File: config.mk
export PLATFORM = sky130hd
export DESIGN_NAME = mem_port_arbiter
export DESIGN_NICKNAME = d
export VERILOG_FILES = /design/src/rtl/mem_arb_pkg.sv /design/src/rtl/rr_arbiter.sv /design/src/rtl/mem_port_arbiter.sv
export SDC_FILE = /design/constraint.sdc
export NUM_CORES = 1
export LEC_CHECK = 0
export ABC_AREA = 1
export CORE_MARGIN = 2
export CORE_UTILIZATION = 45
export CTS_CLUSTER_SIZE = 16
export DETAILED_ROUTE_END_ITERATION = 12
export GPL_TIMING_DRIVEN = 1
export PLACE_DENSITY = 0.79
export REMOVE_ABC_BUFFERS = 1
export SLEW_MARGIN = 20
export SYNTH_ARGS = -nofsm -noshare
export SYNTH_HDL_FRONTEND = slang
export SYNTH_SLANG_ARGS = --single-unit
File: constraint.sdc
create_clock -name i_clk -period 5.2 [get_ports i_clk]
set_clock_uncertainty 0.2 [all_clocks]
set_input_delay 0.52 -clock i_clk [delete_from_list [all_inputs] [get_ports i_clk]]
set_output_delay 0.52 -clock i_clk [all_outputs]
set_load 0.03 [all_outputs]
File: src/rtl/mem_arb_pkg.sv
// Shared types and helpers for the SRAM parallel-port arbiter.
package mem_arb_pkg;

  typedef enum logic [1:0] {
    IDLE   = 2'd0,
    TURN   = 2'd1,
    ACCESS = 2'd2
  } arbState_e;

  // Wide enough for ACCESS_CYC-1 up to 14
  localparam int ACC_CNT_W = 4;

  function automatic int chIdxW(input int numCh);
    return (numCh > 1) ? $clog2(numCh) : 1;
  endfunction

endpackage

File: src/rtl/rr_arbiter.sv
// Combinational priority pick over a request vector, starting at a rotating offset.
// An offset of zero gives plain lowest-index-wins priority.
module rr_arbiter
  import mem_arb_pkg::*;
#(
  parameter int NUM_CH = 3,
  parameter int IDX_W  = chIdxW(NUM_CH)
) (
  input  logic [NUM_CH-1:0] i_req,
  input  logic [IDX_W-1:0]  i_offset,
  output logic [NUM_CH-1:0] o_gnt,
  output logic [IDX_W-1:0]  o_idx,
  output logic              o_any
);

  // Walk the channels from the offset upward, wrapping, and keep the first hit
  always_comb begin
    logic [IDX_W:0]   chSum;
    logic [IDX_W-1:0] ch;
    logic             hit;
    o_gnt = {NUM_CH{1'b0}};
    o_idx = {IDX_W{1'b0}};
    o_any = 1'b0;
    for (int i = 0; i < NUM_CH; i++) begin
      chSum = {1'b0, i_offset} + (IDX_W + 1)'(i);
      chSum = (chSum >= (IDX_W + 1)'(NUM_CH)) ? (chSum - (IDX_W + 1)'(NUM_CH)) : chSum;
      ch    = chSum[IDX_W-1:0];
      hit   = !o_any && i_req[ch];
      o_gnt[ch] = o_gnt[ch] | hit;
      o_idx = hit ? ch : o_idx;
      o_any = o_any | hit;
    end
  end

endmodule

File: src/rtl/mem_port_arbiter.sv
// Arbiter and access sequencer multiplexing NUM_CH requesters onto the SRAM port,
// including read-to-write turnaround and the tristate drive enable.
module mem_port_arbiter
  import mem_arb_pkg::*;
#(
  parameter int NUM_CH     = 3,
  parameter int ADDR_W     = 16,
  parameter int DATA_W     = 16,
  parameter int ACCESS_CYC = 2,
  parameter int RR_MODE    = 0
) (
  input  logic                       i_clk,
  input  logic                       i_rstn,
  input  logic [NUM_CH-1:0]          i_reqValid,
  input  logic [NUM_CH-1:0]          i_reqWr,
  input  logic [NUM_CH*ADDR_W-1:0]   i_reqAddr,
  input  logic [NUM_CH*DATA_W-1:0]   i_reqData,
  input  logic [NUM_CH-1:0]          i_chEn,
  output logic [NUM_CH-1:0]          o_reqGnt,
  output logic                       o_rspValid,
  output logic [$clog2(NUM_CH)-1:0]  o_rspCh,
  output logic [DATA_W-1:0]          o_rspData,
  output logic [ADDR_W-1:0]          o_memAddr,
  output logic                       o_memWr,
  output logic                       o_memEn,
  output logic [DATA_W-1:0]          o_memDataOut,
  output logic                       o_memDataOe,
  input  logic [DATA_W-1:0]          i_memDataIn
);

  localparam int CH_W = chIdxW(NUM_CH);
  localparam logic [ACC_CNT_W-1:0] CNT_LOAD = ACC_CNT_W'(ACCESS_CYC - 1);
  localparam logic [CH_W-1:0]      PTR_RST  = CH_W'(NUM_CH - 1);

  arbState_e            state_r, nextState_s;
  logic [ACC_CNT_W-1:0] cnt_r, cntNext_s;
  logic                 latWr_r, latWrNext_s;
  logic [ADDR_W-1:0]    latAddr_r, latAddrNext_s;
  logic [DATA_W-1:0]    latData_r, latDataNext_s;
  logic [CH_W-1:0]      latCh_r, latChNext_s;
  logic [CH_W-1:0]      rrPtr_r, rrPtrNext_s, arbOffset_s;
  logic                 lastWasRead_r, lastWasReadNext_s;

  logic [NUM_CH-1:0]    elig_s, winGnt_s;
  logic [CH_W-1:0]      winIdx_s;
  logic                 winAny_s, needTurn_s, launch_s, accDone_s;

  logic [NUM_CH-1:0]    gntNext_s;
  logic                 memEnNext_s, memWrNext_s;
  logic [ADDR_W-1:0]    memAddrNext_s;
  logic [DATA_W-1:0]    memDataNext_s, rspDataNext_s;
  logic [CH_W-1:0]      rspChNext_s;

  assign elig_s = i_reqValid & i_chEn;

  // Round-robin search begins just past the last winner; fixed mode always starts at 0
  assign arbOffset_s = (RR_MODE == 0)      ? {CH_W{1'b0}} :
                       (rrPtr_r == PTR_RST) ? {CH_W{1'b0}} : (rrPtr_r + CH_W'(1));

  rr_arbiter #(
    .NUM_CH (NUM_CH),
    .IDX_W  (CH_W)
  ) u_pick (
    .i_req    (elig_s),
    .i_offset (arbOffset_s),
    .o_gnt    (winGnt_s),
    .o_idx    (winIdx_s),
    .o_any    (winAny_s)
  );

  // Next-state, access counter and request latch selection
  always_comb begin
    nextState_s = state_r;
    cntNext_s   = cnt_r;
    launch_s    = 1'b0;
    accDone_s   = 1'b0;
    needTurn_s  = i_reqWr[winIdx_s] & lastWasRead_r;
    case (state_r)
      IDLE: begin
        if (winAny_s) begin
          launch_s    = 1'b1;
          nextState_s = needTurn_s ? TURN : ACCESS;
          cntNext_s   = CNT_LOAD;
        end else begin
          nextState_s = IDLE;
        end
      end
      TURN: begin
        nextState_s = ACCESS;
        cntNext_s   = CNT_LOAD;
      end
      ACCESS: begin
        if (cnt_r == {ACC_CNT_W{1'b0}}) begin
          accDone_s   = 1'b1;
          nextState_s = IDLE;
        end else begin
          cntNext_s = cnt_r - ACC_CNT_W'(1);
        end
      end
      default: begin
        nextState_s = IDLE;
        cntNext_s   = {ACC_CNT_W{1'b0}};
      end
    endcase
    latWrNext_s       = launch_s ? i_reqWr[winIdx_s] : latWr_r;
    latAddrNext_s     = launch_s ? i_reqAddr[winIdx_s*ADDR_W +: ADDR_W] : latAddr_r;
    latDataNext_s     = launch_s ? i_reqData[winIdx_s*DATA_W +: DATA_W] : latData_r;
    latChNext_s       = launch_s ? winIdx_s : latCh_r;
    rrPtrNext_s       = launch_s ? winIdx_s : rrPtr_r;
    lastWasReadNext_s = accDone_s ? ~latWr_r : lastWasRead_r;
  end

  // Output values for the coming cycle, derived from the state being entered
  always_comb begin
    memEnNext_s   = (nextState_s == ACCESS);
    memWrNext_s   = memEnNext_s & latWrNext_s;
    memAddrNext_s = memEnNext_s ? latAddrNext_s : o_memAddr;
    memDataNext_s = memWrNext_s ? latDataNext_s : {DATA_W{1'b0}};
    if (memEnNext_s && (state_r != ACCESS)) begin
      gntNext_s = {{(NUM_CH-1){1'b0}}, 1'b1} << latChNext_s;
    end else begin
      gntNext_s = {NUM_CH{1'b0}};
    end
    rspChNext_s   = accDone_s ? latCh_r : {CH_W{1'b0}};
    rspDataNext_s = (accDone_s && !latWr_r) ? i_memDataIn : o_rspData;
  end

  // State, counter, latched request and arbitration history
  always_ff @(posedge i_clk or negedge i_rstn) begin
    if (!i_rstn) begin
      state_r       <= IDLE;
      cnt_r         <= {ACC_CNT_W{1'b0}};
      latWr_r       <= 1'b0;
      latAddr_r     <= {ADDR_W{1'b0}};
      latData_r     <= {DATA_W{1'b0}};
      latCh_r       <= {CH_W{1'b0}};
      rrPtr_r       <= PTR_RST;
      lastWasRead_r <= 1'b0;
    end else begin
      state_r       <= nextState_s;
      cnt_r         <= cntNext_s;
      latWr_r       <= latWrNext_s;
      latAddr_r     <= latAddrNext_s;
      latData_r     <= latDataNext_s;
      latCh_r       <= latChNext_s;
      rrPtr_r       <= rrPtrNext_s;
      lastWasRead_r <= lastWasReadNext_s;
    end
  end

  // Registered port outputs
  always_ff @(posedge i_clk or negedge i_rstn) begin
    if (!i_rstn) begin
      o_reqGnt     <= {NUM_CH{1'b0}};
      o_rspValid   <= 1'b0;
      o_rspCh      <= {CH_W{1'b0}};
      o_rspData    <= {DATA_W{1'b0}};
      o_memAddr    <= {ADDR_W{1'b0}};
      o_memWr      <= 1'b0;
      o_memEn      <= 1'b0;
      o_memDataOut <= {DATA_W{1'b0}};
      o_memDataOe  <= 1'b0;
    end else begin
      o_reqGnt     <= gntNext_s;
      o_rspValid   <= accDone_s;
      o_rspCh      <= rspChNext_s;
      o_rspData    <= rspDataNext_s;
      o_memAddr    <= memAddrNext_s;
      o_memWr      <= memWrNext_s;
      o_memEn      <= memEnNext_s;
      o_memDataOut <= memDataNext_s;
      o_memDataOe  <= memWrNext_s;
    end
  end

endmodule
==> results.cfg, run 1 <==
[outcome]
status = finished clean

[worst_setup_path]
r2r-end = o_memDataOut[3]
rr_worst_depth = 7
worstPathRequired_ns = 5.25
r2r_start = state_r[0]
setup.worst_path.start = i_reqValid[0]
rrSetupSlack_ns = 2.02
worstSetupStartpointType = input port
cp_max_fo = 38
path_class = in2reg
worstSetupEndpointType = flop
worstPathArrival_ns = 3.69

[finish]
multi_input_area_um2 = 1870
fin_nets = 847
drive_gt1_share_pct = 11.8
diodes = 0
nFillCells = 871
syn2layout_area_growth_pct = 43.3
final_util_pct = 65.4
regArea_um2 = 2450

[pwr]
p_per_area_nw_per_um2 = 513
seqPwrFrac_pct = 36.6
p_int_w = 0.00193
combPwrFrac_pct = 49.8
switchingPower_w = 0.00147
peakVddDrop_mv = 0.288
power.share.clock_pct = 13.6
p_total_w = 0.00340
p_leak_nw = 3.24
swShare_pct = 43.4

[global_route]
grtUsageTotal_pct = 22.0
gr-total-overflow = 0
grt_max_degree = 82
first_global_vias = 4170
antenna_found_initial = 0
grt_first_pass_wirelength_um = 19700

[hold_path]
min_path_cells = 2
min_from = o_rspData[6]
hold_path.class = reg2reg
hold_path_end = o_rspData[6]

[timing]
worst_slew_pin_slew_ns = 1.01
grt_setup_unrepaired = no
setup_viol_count_final = 0
max-slew-margin-rel_pct = 32.7
slew_violations = 0
setup_tns_ns = 0
period_needed_ns = 3.64
fin_crit_sh_pct = 70.0
max_freq_mhz = 275
finalHoldViolCount = 0
fin_ws_ns = 1.56

[floorplanning]
rows = 37
start_util_pct = 45.6
die_w_um = 105
num_io_pins = 180
fp.dieH_um = 105
core-area_um2 = 10100
dieArea_um2 = 11100

[clock_network]
ctsResizeCount = 0
cts_made_buffers = 9
htree_levels = 3
root_buffer = clkbuf_8
clock_latency_ns = 0.35
cts.path.max_buffers = 2
clock_sinks = 98
cts.clk_slew.worst_paths_ns = 0.10
cts_tree = yes

[yosys]
synthArstFlopShare_pct = 100
ys_ff_latch = 98
synth_edf_count = 0
ys_seq_area_share_pct = 53.0
synth_cells = 557
ys.flop_type = dfrtp_1
netlist_area_um2 = 4630
netlist-cell-type-count = 35
yosysWarnings = 0
synth_area_per_cell_um2 = 8.31

[placement]
port_buffers = 179
routabilityCongestion = 0.781
dp_hpwl_um = 8460
dp_slack_ns = 1.12

[routing]
post_drt_wl_per_cell_um = 13.6
firstDrtPassIters = 4
wl_um = 11800
drtIter0Drc = 179
drcViolationCount = 0
viasPerCell = 4.78
ant_nets = 0
num_vias = 4133

[job]
maxCapViolations = 0
kinds of logic (layout without fill, tap and decap cells):
| kind of cell | after synthesis | count (layout) | share of synthesized area [%] |
|---|---|---|---|
| flops | 98 | 98 | 53.0 |
| xor+xnor | 2 | 2 | 0.379 |
| simple gates | 354 | 354 | 33.7 |
| buf+inv | 64 | 235 | 6.62 |
| fa+ha+maj | 1 | 1 | 0.270 |
| compound gates | 38 | 38 | 6.03 |
worst max path at each step:
stage | end | slack (ns) | cells after the start
2_1_floorplan | o_memDataOut[0] | 2.43 | 10
3_3_place_gp | o_memDataOut[15] | 1.23 | 11
3_5_place_dp | o_memDataOut[4] | 1.12 | 11
4_1_cts | o_memDataOut[15] | 1.51 | 11
5_1_grt | o_memDataOe | 1.22 | 11
6_report | o_memDataOut[3] | 1.56 | 11
critical path, cell delays in order:
cell             delay (ns)
clkdlybuf4s50_1        0.45
nand2_4                0.13
nand2_2                0.08
inv_2                  0.06
nand2_1                0.05
nand2_2                0.65
clkinv_2               0.77
nand2_4                0.47
nand2_8                0.17
nand2_4                0.24
nor2_1                 0.07
registers in the layout (all words and copies together), names as in the netlist:
| name | flops |
|---|---|
| o_rspData | 16 |
| cnt_r | 4 |
| o_memDataOe | 1 |
| o_memAddr | 16 |
| o_reqGnt | 3 |
| latCh_r | 2 |
| latWr_r | 1 |
| lastWasRead_r | 1 |
| o_memDataOut | 16 |
| o_rspCh | 2 |
| state_r | 2 |
| latData_r | 16 |
| latAddr_r | 16 |
| o_rspValid | 1 |
| o_memEn | 1 |
cells in the final DEF, fill, tap and decap left out, types with 5 or more instances in the layout:
master	count
o21ai_2	11
inv_1	31
inv_2	5
nor2_1	18
or2_2	17
clkdlybuf4s50_1	178
nand3_1	54
nor2_2	9
nand2_2	6
a21oi_2	8
a21oi_1	7
nand2_1	241
clkbuf_8	9
dfrtp_1	98
cells in the mapped netlist (all sizes together), types with 3 or more instances:
cell | number | share of area [%]
nand3 | 56 | 6.4
or2 | 17 | 2.3
nand2 | 252 | 22
a21oi | 15 | 2.3
o21ai | 18 | 2.8
inv | 37 | 3.1
o31ai | 3 | 0.49
nor2 | 28 | 2.9
clkbuf | 5 | 0.43
buf | 21 | 3.0
dfrtp | 98 | 53
what timing repair did:
action                                  in CTS  in global routing
hold endpoints to repair                    17                  0
hold buffers                                 1                  0
endpoints found under the setup margin       0                  0
buffers inserted                             0                  0
power by group through the flow:
stage	sequential (W)	clock [W]	combinational [W]
3_3_place_gp	0.00125	0	0.00166
6_report	0.00124	0.000463	0.00169
3_5_place_dp	0.00126	0	0.00171
2_1_floorplan	0.00159	0	0.000679
5_1_grt	0.00128	0.000503	0.00185
4_1_cts	0.00124	0.000474	0.00171
routing by layer:
metal | vias to the layer above | part of all wire, % | GRT usage, % | wire [µm]
li1 | 2058 | - | - | -
met1 | 1947 | 43 | 28.1 | 5020
met2 | 113 | 50 | 37.8 | 5910
met3 | 15 | 5.7 | 4.45 | 670
met4 | 0 | 1.4 | 6.29 | 169
met5 | - | 0 | 0 | 0
area by class of cell:
cell class              count  area share (%)
multi-input cells         395            28.2
clock buffers               9            1.87
repair buffers            181            27.3
flip-flops and latches     98            37.0
well taps                 136            2.57
inverters                  38            2.21
clock inverters             7           0.887
per-stage QoR:
stage,hold slack [ns],cell area [µm²],std cells
after CTS,0.283,6630,864
after floorplan,0.0244,4470,531
after global placement,0.202,6430,847
after global routing,0.295,6630,864
final,0.276,6630,864
after detailed placement,0.206,6430,847
No activity file was read; power rests on OpenSTA's default activity.
==> run 2, diff against run 1 <==
CORE_UTILIZATION = 40   (was 45)
PLACE_DENSITY = 0.74   (was 0.79)
clock period = 3.2 ns   (was 5.2 ns; I/O delays follow)
==> run 2 against run 1 <==
  * Die area rose by 12%
  * Highest routed layer unchanged
  * Count of clock-buffer cells in the layout stayed put
  * Sequential share of layout area decreased by 0.77 points
  * Hold slack got worse by 0.0022 ns
  * Clock power is 120% higher
==> results.cfg, run 2 (synthesis gave the netlist of run 1 again) <==
[pwr]
combPwrFrac_pct = 47.7
p_leak_nw = 3.30
switchingPower_w = 0.00245
p_per_area_nw_per_um2 = 860
power.share.clock_pct = 17.2
swShare_pct = 42.0
peakVddDrop_mv = 0.363
seqPwrFrac_pct = 35.1
p_int_w = 0.00338

[hold_path]
hold_path.class = reg2reg
min_from = o_rspData[11]
hold_path_end = o_rspData[11]
min_path_cells = 2

[clock_network]
clock_sinks = 98
clock_latency_ns = 0.34
root_buffer = clkbuf_16
cts.clk_slew.worst_paths_ns = 0.06
htree_levels = 3
ctsResizeCount = 0
postCtsSetupBuffers = 0
cts_tree = yes
cts.path.max_buffers = 2
cts_made_buffers = 9

[worst_setup_path]
worstSetupStartpointType = input port
worstPathArrival_ns = 2.40
r2r-end = o_memDataOut[1]
path_class = in2reg
worstPathRequired_ns = 3.26
r2r_start = cnt_r[0]
cp_max_fo = 25
worstSetupEndpointType = flop
rrSetupSlack_ns = 0.92
rr_worst_depth = 10

[finish]
mostFrequentLayoutCells = 241 x nand2_1, 178 x clkdlybuf4s50_1, 98 x dfrtp_1, 54 x nand3_1, 31 x inv_1
stdcell_area_um2 = 6770
final_common_cell = nand2_1
fin_cells = 875
fin_nets = 851
drive_gt1_share_pct = 12.3
diodes = 0
syn2layout_area_growth_pct = 46.3

[timing]
max-slew-margin-rel_pct = 61.3
slew_violations = 0
period_needed_ns = 2.34
setup_viol_count_final = 0
worst_slew_pin_slew_ns = 0.581
finalHoldViolCount = 0
max_freq_mhz = 428
grt_setup_unrepaired = no
fin_crit_sh_pct = 73.1
setup_tns_ns = 0

[routing]
post_drt_wl_per_cell_um = 14.1
firstDrtPassIters = 4
wl_um = 12300
ant_nets = 0
num_vias = 4148
drcViolationCount = 0
drtIter0Drc = 245
viasPerCell = 4.74

[placement]
dp.cells = 858
port_buffers = 179
dp_hpwl_um = 9060
routabilityCongestion = 0.797
dpl_cell_area_um2 = 6480

[floorplanning]
die_w_um = 112
fp.dieH_um = 112
dieArea_um2 = 12400
start_util_pct = 40.7
num_io_pins = 180
core-area_um2 = 11400
rows = 39

[global_route]
first_global_vias = 4357
gr-total-overflow = 0
antenna_found_initial = 0
grt_max_degree = 54
grt_first_pass_wirelength_um = 20600
grtUsageTotal_pct = 20.4

[job]
maxCapViolations = 0

[outcome]
status = finished clean
==> run 2: changes by cell type in the layout (fill, tap and decap cells not counted), sizes merged <==
cell,delta
buf,+4
inv,-2
clkinvlp,+1
clkinv,+1
==> run 2: metal layers <==
metal	share of wire (%)	routed length [µm]	GRT usage, %	up-vias
met5	0	0	0	-
li1	-	-	-	2070
met2	50	6170	35.7	132
met4	1.4	168	5.84	0
met3	6.1	749	5.06	12
met1	43	5240	25.2	1934
==> run 2: worst max-delay path, stage by stage <==
cell and delay, ns:
clkdlybuf4s50_1 0.46, nand2_1 0.10, inv_2 0.08, nand3_4 0.23
inv_4 0.30, nand2_2 0.10, nand3_2 0.11, nand2_4 0.16
nand2_8 0.19, nand2_4 0.18, nor2_1 0.15
==> run 2: worst max-delay path by stage <==
| stage | from | endpoint | slack, ns | cells past startpoint |
|---|---|---|---|---|
| after floorplan | i_reqValid[1] | o_memDataOut[0] | 0.63 | 10 |
| after global placement | i_reqValid[2] | o_memDataOut[3] | 0.61 | 11 |
| after detailed placement | i_chEn[2] | o_memDataOut[15] | 0.50 | 11 |
| after global routing | i_reqValid[2] | o_memDataOut[15] | 0.68 | 11 |
| after CTS | i_reqValid[2] | o_memDataOut[15] | 0.83 | 11 |
| final | i_reqValid[2] | o_memDataOut[1] | 0.86 | 11 |
==> run 2: power groups by stage <==
stage | combinational [W] | sequential [W] | clock (W)
global route | 0.00304 | 0.00210 | 0.00108
global placement | 0.00271 | 0.00204 | 0
finish | 0.00278 | 0.00204 | 0.00100
floorplan | 0.00110 | 0.00259 | 0
detailed placement | 0.00280 | 0.00206 | 0
CTS | 0.00281 | 0.00204 | 0.00102
==> run 2: area by class of cell <==
type,instances,area (µm²)
clock buffer,9,225
clock inverter,7,51.3
fill,1011,4600
inverter,38,146
multi-input combinational,395,1870
sequential,98,2450
tap,143,179
timing repair buffer,185,1850
==> run 2: per-stage QoR <==
| stage | hold WS (ns) | worst slack, ns | utilization, % | total power [W] |
|---|---|---|---|---|
| floorplan | -0.176 | 0.627 | - | 0.00369 |
| global placement | 0.154 | 0.608 | 57.0 | 0.00476 |
| detailed placement | 0.156 | 0.496 | 57.0 | 0.00486 |
| CTS | 0.275 | 0.832 | 59.6 | 0.00588 |
| global route | 0.301 | 0.681 | 59.6 | 0.00623 |
| finish | 0.274 | 0.862 | 59.6 | 0.00583 |
==> run 2: timing repair <==
item	CTS	global route
hold buffers	1	0
endpoints found under the hold margin	45	0
setup endpoints to repair	0	0
==> run 3, diff against run 2 <==
clock period = 1.9 ns   (was 3.2 ns; I/O delays follow)
==> run 3 against run 2 <==
  * Cell count increased by 2.6%
  * Via count increased by 3.7%
  * Die area did not move
  * Cell area grew 5.8%
  * Register-to-register slack got worse by 0.83 ns
  * Hold slack got worse by 0.086 ns
  * Sequential share of layout area fell by 2.0 points
  * Power up 84%
  * First-iteration DRC count is 11% lower
  * Non-clock buffer count increased by 23
  * Largest power group unchanged
==> results.cfg, run 3 (synthesis gave the netlist of run 1 again) <==
[global_route]
grtUsageTotal_pct = 20.3
gr-total-overflow = 0
grt_first_pass_wirelength_um = 20700
first_global_vias = 4403
grt_max_degree = 99
antenna_found_initial = 0

[hold_path]
min_from = i_memDataIn[7]
min_path_cells = 3
hold_path.class = in2reg
hold_path_end = o_rspData[7]

[floorplanning]
fp.dieH_um = 112
core-area_um2 = 11400
die_w_um = 112
num_io_pins = 180
dieArea_um2 = 12400
start_util_pct = 40.7
rows = 39

[routing]
viasPerCell = 4.79
wl_um = 12500
drtIter0Drc = 218
drcViolationCount = 0
firstDrtPassIters = 4
post_drt_wl_per_cell_um = 14.0
ant_nets = 0
num_vias = 4302

[timing]
worst_slew_pin_slew_ns = 0.537
period_needed_ns = 1.81
slew_violations = 0
finalHoldViolCount = 0
hold_slack_ns = 0.188
max_freq_mhz = 552
max-slew-margin-rel_pct = 64.2
setup_viol_count_final = 0
fin_crit_sh_pct = 95.4

[finish]
fin_nets = 874
multi_input_area_um2 = 1900
final_common_cell = nand2_1
drive_gt1_share_pct = 15.5
mostFrequentLayoutCells = 240 x nand2_1, 178 x clkdlybuf4s50_1, 98 x dfrtp_1, 54 x nand3_1, 29 x inv_1
stdcell_area_um2 = 7170
diodes = 0
nFillCells = 939
regArea_um2 = 2450
syn2layout_area_growth_pct = 54.9

[worst_setup_path]
worstSetupStartpointType = flop
worstPathRequired_ns = 1.93
r2r_start = cnt_r[0]
cp_max_fo = 6
worstPathArrival_ns = 1.84
r2r-end = o_memAddr[15]
rr_worst_depth = 11
worstSetupEndpointType = flop
path_class = reg2reg
rrSetupSlack_ns = 0.09

[pwr]
combPwrFrac_pct = 48.6
p_per_area_nw_per_um2 = 1500
seqPwrFrac_pct = 31.9
p_int_w = 0.00652
p_total_w = 0.0107
power.share.clock_pct = 19.5
p_leak_nw = 3.49
switchingPower_w = 0.00423
peakVddDrop_mv = 0.682
swShare_pct = 39.3

[job]
maxCapViolations = 0

[placement]
routabilityCongestion = 0.797
dpl_cell_area_um2 = 6730
port_buffers = 179
dp_hpwl_um = 9190

[clock_network]
cts.clk_slew.worst_paths_ns = 0.07
clock_latency_ns = 0.33
cts_tree = yes
htree_levels = 3
cts_made_buffers = 9
clock_sinks = 98
cts.path.max_buffers = 2
root_buffer = clkbuf_16

[outcome]
status = finished clean
==> run 3: worst max-delay path by stage <==
stage	start	end
after floorplan	i_reqValid[1]	o_memDataOut[0]
after global placement	i_reqValid[2]	o_memAddr[13]
after detailed placement	i_reqValid[0]	o_memDataOut[4]
after CTS	cnt_r[0]	o_memAddr[1]
after global routing	cnt_r[0]	o_memAddr[0]
final	cnt_r[0]	o_memAddr[15]
==> run 3: layer usage <==
layer,routed length (µm),global-route usage [%]
met5,0,0
met4,284,5.60
met1,5210,25.3
met3,920,5.61
met2,6120,35.1
==> run 3: per-stage QoR <==
| step | TNS [ns] | instances | utilization [%] | worst slack [ns] |
|---|---|---|---|---|
| floorplan | -22.59 | 531 | - | -0.543 |
| global placement | -5.28 | 877 | 59.2 | -0.152 |
| detailed placement | -9.39 | 877 | 59.2 | -0.250 |
| CTS | 0 | 894 | 62.4 | 0.00907 |
| global route | -0.0698 | 898 | 63.0 | -0.0192 |
| finish | 0 | 898 | 63.0 | 0.0879 |
==> run 3: final cells by class <==
class | instances | share of cell area, %
clock buffer | 10 | 3.33
clock inverter | 6 | 1.57
inverter | 38 | 2.04
multi-input combinational | 395 | 26.5
sequential | 98 | 34.2
tap | 143 | 2.50
timing repair buffer | 208 | 29.9
==> run 3: repair_timing <==
| item | in CTS | in global routing |
|---|---|---|
| setup buffers | 0 | 3 |
| gates cloned | 0 | 1 |
| pin swaps | 0 | 2 |
| hold buffers | 1 | 0 |
| gates resized for setup | 1 | 7 |
| hold endpoints to repair | 98 | 0 |
| endpoints found under the setup margin | 14 | 57 |
==> run 3: critical path, stage by stage, from the launching register on <==
cell and delay (ns):
dfrtp_1 0.39, inv_2 0.09, ha_4 0.14, nor3b_4 0.20, nor2_1 0.06, nand2_1 0.05
o21ai_1 0.07, inv_2 0.12, nand2_8 0.10, clkbuf_16 0.17, nand2_1 0.05, nand2_1 0.05
==> run 3: power by group through the flow <==
| stage | Sequential, W | Combinational [W] | Clock [W] |
|---|---|---|---|
| after floorplan | 0.00436 | 0.00186 | 0 |
| after global placement | 0.00343 | 0.00491 | 0 |
| after detailed placement | 0.00345 | 0.00504 | 0 |
| after CTS | 0.00342 | 0.00509 | 0.00214 |
| after global routing | 0.00351 | 0.00570 | 0.00222 |
| final | 0.00343 | 0.00522 | 0.00210 |
